## config.mk

```make
export PLATFORM = sky130hd
export DESIGN_NAME = divider_flat
export DESIGN_NICKNAME = d
export VERILOG_FILES = /design/src/rtl/divider_pkg.sv /design/src/rtl/divider_if.sv /design/src/rtl/divider_step.sv /design/src/rtl/divider.sv /design/src/flat_wrapper.sv
export SDC_FILE = /design/constraint.sdc
export NUM_CORES = 1
export LEC_CHECK = 0
export CAP_MARGIN = 20
export CORE_UTILIZATION = 55
export DETAILED_ROUTE_END_ITERATION = 16
export PLACE_DENSITY_LB_ADDON = 0.08
export SYNTH_ARGS = -nofsm -noshare
export SYNTH_HDL_FRONTEND = slang
export SYNTH_HIERARCHICAL = 1
export SYNTH_SLANG_ARGS = --single-unit
export TNS_END_PERCENT = 50
```

## constraint.sdc

```tcl
create_clock -name i_clock -period 3 [get_ports i_clock]
set_input_delay 0.3 -clock i_clock [delete_from_list [all_inputs] [get_ports i_clock]]
set_output_delay 0.3 -clock i_clock [all_outputs]
set_load 0.02 [all_outputs]
```

## src/rtl/divider_pkg.sv

```systemverilog
// Shared definitions for the sequential restoring divider.
// Contents: state encoding for the IDLE/RUN/DONE sequencer and the default
// operand width used by the interface, the step datapath and the top level.
package divider_pkg;

    localparam int unsigned DEFAULT_BITS = 8;

    typedef enum logic [1:0] {
        ST_IDLE = 2'd0,
        ST_RUN  = 2'd1,
        ST_DONE = 2'd2
    } state_t;

endpackage

```

## src/rtl/divider_if.sv

```systemverilog
// Handshake and data bundle between a divider and its controller.
// Signals:
//   i_start, i_dividend, i_divisor           request side (controller -> divider)
//   o_busy, o_finished, o_quotient,
//   o_remainder, o_div_by_zero               result side (divider -> controller)
// Modports: master (controller), slave (divider).
interface divider_if
    import divider_pkg::*;
#(
    parameter int unsigned BITS = DEFAULT_BITS
) ();

    logic            i_start;
    logic [BITS-1:0] i_dividend;
    logic [BITS-1:0] i_divisor;
    logic            o_busy;
    logic            o_finished;
    logic [BITS-1:0] o_quotient;
    logic [BITS-1:0] o_remainder;
    logic            o_div_by_zero;

    modport master (
        output i_start, i_dividend, i_divisor,
        input  o_busy, o_finished, o_quotient, o_remainder, o_div_by_zero
    );

    modport slave (
        input  i_start, i_dividend, i_divisor,
        output o_busy, o_finished, o_quotient, o_remainder, o_div_by_zero
    );

endinterface

```

## src/rtl/divider_step.sv

```systemverilog
// One combinational restoring-division step.
// Ports:
//   rem       in   BITS  partial remainder before the step
//   dvd_msb   in   1     dividend bit shifted into the remainder
//   divisor   in   BITS  divisor
//   rem_next  out  BITS  partial remainder after the step
//   q_bit     out  1     quotient bit produced by the step
module divider_step
    import divider_pkg::*;
#(
    parameter int unsigned BITS = DEFAULT_BITS
) (
    input  logic [BITS-1:0] rem,
    input  logic            dvd_msb,
    input  logic [BITS-1:0] divisor,
    output logic [BITS-1:0] rem_next,
    output logic            q_bit
);

    // One bit wider than the operands so a set remainder MSB cannot overflow.
    logic [BITS:0] shifted;
    logic [BITS:0] dvs_ext;

    always_comb begin
        shifted = {rem, dvd_msb};
        dvs_ext = {1'b0, divisor};
        q_bit   = (shifted >= dvs_ext);
        // After a successful subtract the result is below the divisor, so it
        // always fits in BITS bits.
        rem_next = q_bit ? BITS'(shifted - dvs_ext) : shifted[BITS-1:0];
    end

endmodule

```

## src/rtl/divider.sv

```systemverilog
// Sequential restoring divider, one quotient bit per clock, MSB first.
// Ports:
//   i_clock    in  rising-edge clock
//   i_reset_n  in  asynchronous active-low reset
//   bus        divider_if.slave: start/operands in; busy, finished pulse,
//              quotient, remainder and divide-by-zero flag out
// Results are held until the next accepted start; divide by zero returns an
// all-ones quotient and the dividend as remainder.
module divider
    import divider_pkg::*;
#(
    parameter int unsigned BITS = DEFAULT_BITS
) (
    input  logic     i_clock,
    input  logic     i_reset_n,
    divider_if.slave bus
);

    state_t          state_q, state_d;
    logic [BITS-1:0] cnt_q, cnt_d;       // one-hot step counter
    logic [BITS-1:0] rem_q, rem_d;       // partial remainder
    logic [BITS-1:0] dvd_q, dvd_d;       // dividend, shifted out MSB first
    logic [BITS-1:0] dvs_q, dvs_d;       // latched divisor
    logic [BITS-1:0] quo_q, quo_d;       // quotient bits collected so far
    logic [BITS-1:0] quotient_q, quotient_d;
    logic [BITS-1:0] remainder_q, remainder_d;
    logic            dz_q, dz_d;
    logic            busy_q, busy_d;
    logic            finished_q, finished_d;

    logic [BITS-1:0] step_rem;
    logic            step_q_bit;
    logic [BITS-1:0] quo_next;

    divider_step #(.BITS(BITS)) u_step (
        .rem      (rem_q),
        .dvd_msb  (dvd_q[BITS-1]),
        .divisor  (dvs_q),
        .rem_next (step_rem),
        .q_bit    (step_q_bit)
    );

    assign quo_next = (quo_q << 1) | BITS'(step_q_bit);

    always_comb begin
        state_d     = state_q;
        cnt_d       = cnt_q;
        rem_d       = rem_q;
        dvd_d       = dvd_q;
        dvs_d       = dvs_q;
        quo_d       = quo_q;
        quotient_d  = quotient_q;
        remainder_d = remainder_q;
        dz_d        = dz_q;
        finished_d  = 1'b0;

        unique case (state_q)
            ST_IDLE: begin
                if (bus.i_start) begin
                    dvd_d = bus.i_dividend;
                    dvs_d = bus.i_divisor;
                    rem_d = '0;
                    quo_d = '0;
                    cnt_d = BITS'(1);
                    if (bus.i_divisor == '0) begin
                        quotient_d  = '1;
                        remainder_d = bus.i_dividend;
                        dz_d        = 1'b1;
                        finished_d  = 1'b1;
                        state_d     = ST_DONE;
                    end else begin
                        state_d = ST_RUN;
                    end
                end
            end
            ST_RUN: begin
                rem_d = step_rem;
                dvd_d = dvd_q << 1;
                quo_d = quo_next;
                cnt_d = cnt_q << 1;
                if (cnt_q[BITS-1]) begin
                    quotient_d  = quo_next;
                    remainder_d = step_rem;
                    dz_d        = 1'b0;
                    finished_d  = 1'b1;
                    state_d     = ST_DONE;
                end
            end
            ST_DONE: begin
                cnt_d   = '0;
                state_d = ST_IDLE;
            end
            default: state_d = ST_IDLE;
        endcase

        busy_d = (state_d != ST_IDLE);
    end

    always_ff @(posedge i_clock or negedge i_reset_n) begin
        if (!i_reset_n) begin
            state_q     <= ST_IDLE;
            cnt_q       <= '0;
            rem_q       <= '0;
            dvd_q       <= '0;
            dvs_q       <= '0;
            quo_q       <= '0;
            quotient_q  <= '0;
            remainder_q <= '0;
            dz_q        <= 1'b0;
            busy_q      <= 1'b0;
            finished_q  <= 1'b0;
        end else begin
            state_q     <= state_d;
            cnt_q       <= cnt_d;
            rem_q       <= rem_d;
            dvd_q       <= dvd_d;
            dvs_q       <= dvs_d;
            quo_q       <= quo_d;
            quotient_q  <= quotient_d;
            remainder_q <= remainder_d;
            dz_q        <= dz_d;
            busy_q      <= busy_d;
            finished_q  <= finished_d;
        end
    end

    assign bus.o_busy        = busy_q;
    assign bus.o_finished    = finished_q;
    assign bus.o_quotient    = quotient_q;
    assign bus.o_remainder   = remainder_q;
    assign bus.o_div_by_zero = dz_q;

endmodule
```

## src/flat_wrapper.sv

```systemverilog
// flat-port wrapper written by rule: the top's interface ports become plain ports
module divider_flat import divider_pkg::*;
#(
    parameter int unsigned BITS = DEFAULT_BITS
)
  (i_clock, i_reset_n, bus_i_start, bus_i_dividend, bus_i_divisor, bus_o_busy, bus_o_finished, bus_o_quotient, bus_o_remainder, bus_o_div_by_zero);
  divider_if #(.BITS(BITS)) bus_i ();
  input  logic i_clock;
  input  logic i_reset_n;
  input wire logic [$bits(bus_i.i_start)-1:0] bus_i_start;
  input wire logic [$bits(bus_i.i_dividend)-1:0] bus_i_dividend;
  input wire logic [$bits(bus_i.i_divisor)-1:0] bus_i_divisor;
  output wire logic [$bits(bus_i.o_busy)-1:0] bus_o_busy;
  output wire logic [$bits(bus_i.o_finished)-1:0] bus_o_finished;
  output wire logic [$bits(bus_i.o_quotient)-1:0] bus_o_quotient;
  output wire logic [$bits(bus_i.o_remainder)-1:0] bus_o_remainder;
  output wire logic [$bits(bus_i.o_div_by_zero)-1:0] bus_o_div_by_zero;
  assign bus_i.i_start = bus_i_start;
  assign bus_i.i_dividend = bus_i_dividend;
  assign bus_i.i_divisor = bus_i_divisor;
  assign bus_o_busy = bus_i.o_busy;
  assign bus_o_finished = bus_i.o_finished;
  assign bus_o_quotient = bus_i.o_quotient;
  assign bus_o_remainder = bus_i.o_remainder;
  assign bus_o_div_by_zero = bus_i.o_div_by_zero;
  divider #(.BITS(BITS)) u_core (.i_clock(i_clock), .i_reset_n(i_reset_n), .bus(bus_i));
endmodule
```

== Yosys cells after proc, flatten, opt, wreduce, memory -nomap -nowiden ==
Cells that the tools add are included.
Widths: inputs -> output; s select.

* Logic and storage cells: 56
* Output and inout bits: 19
* Register bits: 60

* Reductions and logical operators: 9
* Bitwise gates (word level): 1
* Eq/ne operators: 5
* Magnitude comparators: 1
* Mux-type cells: 28
* $add $sub $neg: 1

{| class="wikitable"
|+ Operator list
! kind !! number
|-
| $mux 8 || 10
|-
| $pmux 8 s2 || 4
|-
| $pmux 8 s3 || 1
|-
| $pmux 7 s2 || 1
|-
| $ge 9x8->1 || 1
|-
| $logic_not 8->1 || 1
|-
| $or 8x1->8 || 1
|-
| $sub 8x8->8 || 1
|-
| $mux 1 || 6
|-
| $mux 2 || 3
|-
| $reduce_and 2->1 || 3
|-
| $ne 2x1->1 const B || 2
|-
| $pmux 1 s2 || 2
|-
| $pmux 2 s2 || 1
|-
| $reduce_and 4->1 || 1
|-
| $reduce_bool 2->1 || 2
|-
| $reduce_bool 3->1 || 1
|-
| $eq 2x1->1 const B || 1
|-
| $eq 2x2->1 const B || 1
|-
| $logic_not 2->1 || 1
|-
| $ne 2x2->1 const B || 1
|}

== Logic depth before layout (Yosys ltp) ==
* Depth in word-level cells: 5
* Depth in mapped cells: 11
* Depth with buffers taken out: 11

== By module ==
Netlist, hierarchy kept.

{| class="wikitable"
|+ Modules (own cells, without submodules)
! module !! cells each !! area each (µm²) !! seq. area each (µm²) !! instances
|-
| divider || 249 || 2,798.9 || 1,501.4 || 1
|-
| divider_step || 69 || 520.5 || 0.0 || 1
|}

== Worst setup path after synthesis ==
Ideal clock, no wire load.

* Path type: flip-flop to flip-flop
* Start: register u_core.dvd_q[7]
* End: register u_core.remainder_q[6], in the netlist u_core/bus.o_remainder[6]
* Arrival: 2.408 ns
* Stages on the path, launching flop included: 11
* Setup slack: 0.468 ns
* Data required time: 2.876 ns
* Library setup time: 0.124 ns
* Clock period less this slack: 2.532 ns
* Cell sequence: dfrtp_1 inv_1 ha_1 fa_1 nor2b_1 o31a_1 nor4_1 a311o_1 mux2_2 a32o_1 a211o_1

* Word-level cells in the longest chain between the ends: 4
* Elaborated cells between the ends (all ways): 5
* Those cells by class: add/sub (1); order compare (1); mux (3)

{| class="wikitable"
|+ RTL lines
! what !! line !! RTL
|-
| start: declaration || divider.sv:22 || <nowiki>logic [BITS-1:0] dvd_q, dvd_d;</nowiki>
|-
| start signal: assignment || divider.sv:116 || <nowiki>dvd_q <= dvd_d;</nowiki>
|-
| $sub 8x8->8 / $ge 9x8->1 (equally long branches) || divider_step.sv:30, divider_step.sv:27 ||
|-
| $mux 8 * || divider_step.sv:30 || <nowiki>rem_next = q_bit ? BITS'(shifted - dvs_ext) : shifted[BITS-1:0];</nowiki>
|-
| named net u_core.step_rem[6] || divider.sv:31 || <nowiki>logic [BITS-1:0] step_rem;</nowiki>
|-
| $mux 8 * || divider.sv:81 || <nowiki>if (cnt_q[BITS-1]) begin</nowiki>
|-
| $pmux 8 s2 * || divider.sv:57 || <nowiki>unique case (state_q)</nowiki>
|-
| end signal: assignment || divider.sv:120 || <nowiki>remainder_q <= remainder_d;</nowiki>
|-
| end: declaration || divider.sv:26 || <nowiki>logic [BITS-1:0] remainder_q, remainder_d;</nowiki>
|}

Mark *: on every way through the listed nets, which the timed path passes. The rest lies on a longest branch. The select of a mux whose other input is x is not followed.
A chain may end at the register's enable or synchronous reset.

== Worst setup path after layout ==
* Start: register u_core.rem_q[2]
* End: register u_core.remainder_q[1], in the netlist u_core/bus.o_remainder[1]

* Word-level cells in the longest chain between the ends: 4

{| class="wikitable"
|+ RTL lines
! what !! line !! RTL
|-
| start: declaration || divider.sv:21 || <nowiki>logic [BITS-1:0] rem_q, rem_d;</nowiki>
|-
| start signal: assignment || divider.sv:115 || <nowiki>rem_q <= rem_d;</nowiki>
|-
| $ge 9x8->1 || divider_step.sv:27 || <nowiki>q_bit = (shifted >= dvs_ext);</nowiki>
|-
| $mux 8 || divider_step.sv:30 ||
|-
| named net u_core.step_rem[1] || divider.sv:31 ||
|-
| $mux 8 || divider.sv:81 ||
|-
| $pmux 8 s2 || divider.sv:57 ||
|}

The timed path passes the listed nets, and every way through them passes these cells. The select of a mux whose other input is x is not followed.

==> run summary <==
total die area = 6350 um^2
Worst path slowest cell = a2111oi_1
Hold Crit Class = input pin to asynchronous set/reset pin
Leakage Power = 1.74 nW
Final period util = 0.941
Mapped Area = 3320 um^2
worst path arrival time = 3.09 ns
Root Driver = clkbuf_8
DR pass1 iterations = 6
Yosys top cell area share = 0.452
Synth cell types = 54
clk slew on worst S/H paths = 0.07 ns
first-pass GRT wire length = 13200 um
Worst Skew = 0.00307 ns
final instance count without filler cells = 434
average wire per standard cell = 18.4 um
synth warn = 6
Antenna Violating Nets Remaining = 0
initial antenna violation count = 0
PwrDens = 1220 nW/um^2
maximum vdd drop = 0.691 mV
DPL Wire Length = 5390 um
final hold vios = 0
Critical Path Start Type = register
maxcap violations = 0
Remaining Overflow, GRT = 0
Post-synth EDFFs = 0
footprint of the multi-input gates = 1650 um^2
chip width = 79.7 um
layout cell share with drive strength beyond 1 = 0.144
Initial Util = 0.585
Core Area = 5680 um^2
Post-Synthesis Cells = 318
top cells by count, synth = dfrtp_1, inv_1, nand2_1, nand3_1
Crit. End Element = register
Power Total = 0.00491 W
status = completed
Setup TNS Final = 0 ns
diode count = 0
final setup fails = 0
Synth Area per Inst = 10.4 um^2
Final Worst Setup Slack = 0.178 ns
max incr delay on CP = 0.42 ns
R2R cell count = 9
most common cell in the synthesized netlist = dfrtp_1
FF/Latch Area = 1500 um^2
Total Routing Usage GR = 0.275
DRC = 0
port bufs = 37
H-tree Lvls = 3
CTS tree = built
layout overhead on the synthesized area = 21.4%
Num CTS Buffers = 9
dpl ws = 0.251 ns
I/O pins = 38
fmax = 0.354 GHz
FFs w/ async S/R, synth = 1.00
DR vias = 2747
CP required = 3.27 ns
Most used DFF post-synth = dfrtp_1
Fill cells = 441
clock buffer depth = 2
crit path max fanout = 8
worst slew pin tran = 0.902 ns
relative slew slack = 0.396
largest net degree at the start of global routing = 47
post-synthesis sequential area ratio = 0.452
cell accounting for the most synthesized area = dfrtp_1
Synth Register Bits = 60
clock net sink count = 60
Net count, final = 388
Period minus WS final = 2.82 ns
WL final = 7970 um
vias in the first global route = 2718
RSZ-0062 raised after global routing = no
fin util = 0.710
First DRT Iteration DRCs = 174
Via density = 6.33
Final Wtd Congestion = 0.834
Die Ht = 79.7 um
final slew viol count = 0
clk_lat worst skew = 0.33 ns
crit-path cells = ha_1 > a21o_1 > a21oi_2 > o21ai_2 > a41oi_4 > mux2i_1 > nand3_1 > a2111oi_1 > a211o_1
critical path class = register to register
syn nets = 348
dpl cells = 417
FP Rows = 27
largest cells by area after synthesis = dfrtp_1, mux2_2, a22o_1, ha_1, a32o_1
==> kinds of logic after synthesis <==
kind of cell               Yosys count  synth area share
AOI/OAI and AO/OA                  103             0.252
and+or+nand+nor                     83             0.139
DFF                                 60             0.452
buffers and inverters               42            0.0516
muxes                               16            0.0531
adders and majority gates           11            0.0437
xor gates and xnor gates             3           0.00792
==> layer usage <==
| metal | part of all wire | wire (um) | vias up | global-route usage |
|---|---|---|---|---|
| li1 | - | - | 1286 | - |
| met1 | 0.46 | 3700 | 1336 | 0.365 |
| met2 | 0.46 | 3670 | 108 | 0.438 |
| met3 | 0.051 | 409 | 17 | 0.0469 |
| met4 | 0.023 | 180 | 0 | 0.129 |
| met5 | 0 | 0 | - | 0 |
==> worst max-delay path: cells and delay by family, from the launching register on <==
family                     cells  cell delay (ns)
AOI/OAI and AO/OA              6             1.43
adders and majority gates      1             0.39
DFF                            1             0.40
muxes                          1             0.41
and+or+nand+nor                1             0.13
==> through the flow <==
step / cell area (um^2) / hold slack, ns
after floorplan: 3320 / 0.00441
after global placement: 3780 / 0.462
after detailed placement: 3780 / 0.471
after CTS: 4000 / 0.180
after global routing: 4030 / 0.354
final: 4030 / 0.344
==> cell type report <==
class                      count  share of cell area
clock buffer                  11              0.0376
inverter                      18              0.0168
timing repair buffer          53               0.124
clock inverter                 4              0.0180
multi-input combinational    216               0.409
tap                           72              0.0223
sequential                    60               0.372
==> power by group <==
part           internal (W)  switching [W]  total, W  leakage, nW
registers           0.00112       0.000236   0.00136        0.756
clock network      0.000507       0.000311  0.000818        0.111
logic               0.00125        0.00148   0.00274        0.871
total               0.00288        0.00203   0.00491         1.74
==> state kept, by name, indices dropped and copies added (netlist names) <==
name                      flops
u_core/state_q                2
u_core/bus.o_busy             1
u_core/rem_q                  8
u_core/bus.o_div_by_zero      1
u_core/dvs_q                  8
u_core/dvd_q                  8
u_core/bus.o_quotient         8
u_core/quo_q                  7
u_core/bus.o_finished         1
u_core/bus.o_remainder        8
u_core/cnt_q                  8
==> worst paths after layout <==
path / startpoint / to / slack, ns
min in group i_clock: u_core/cnt_q[6]$_DFFE_PN0P_ / u_core/cnt_q[6]$_DFFE_PN0P_ / 0.48
worst max-delay path: u_core/rem_q[2]$_DFFE_PN0P_ / u_core/bus.o_remainder[1]$_DFFE_PN0P_ / 0.18
max in group asynchronous: i_reset_n / u_core/dvd_q[0]$_DFFE_PN0P_ / 1.99
worst min register to register: u_core/cnt_q[6]$_DFFE_PN0P_ / u_core/cnt_q[6]$_DFFE_PN0P_ / 0.48
worst min-delay path: i_reset_n / u_core/dvs_q[5]$_DFFE_PN0P_ / 0.34
worst max register to register: u_core/rem_q[2]$_DFFE_PN0P_ / u_core/bus.o_remainder[1]$_DFFE_PN0P_ / 0.18
==> layout by cell type (no fill, tap or decap), types with 7 or more instances in the layout <==
master and n:
dfrtp_1 60, clkdlybuf4s50_1 36, inv_1 18, nand2_1 18, nand3_1 18, a22o_1 16, nand2b_1 14, buf_4 14
o21ai_0 13, mux2_2 13, clkbuf_8 11, a21oi_1 11, ha_1 10, a32o_1 9, a221o_1 8, o32a_1 7
a211o_1 7
==> repair_timing <==
item	in CTS	in global routing
hold buffers	0	1
gates resized for setup	0	1
hold endpoints to repair	0	6
endpoints found under the setup margin	0	1
setup buffers	0	0
No activity file was read; power rests on OpenSTA's default activity.
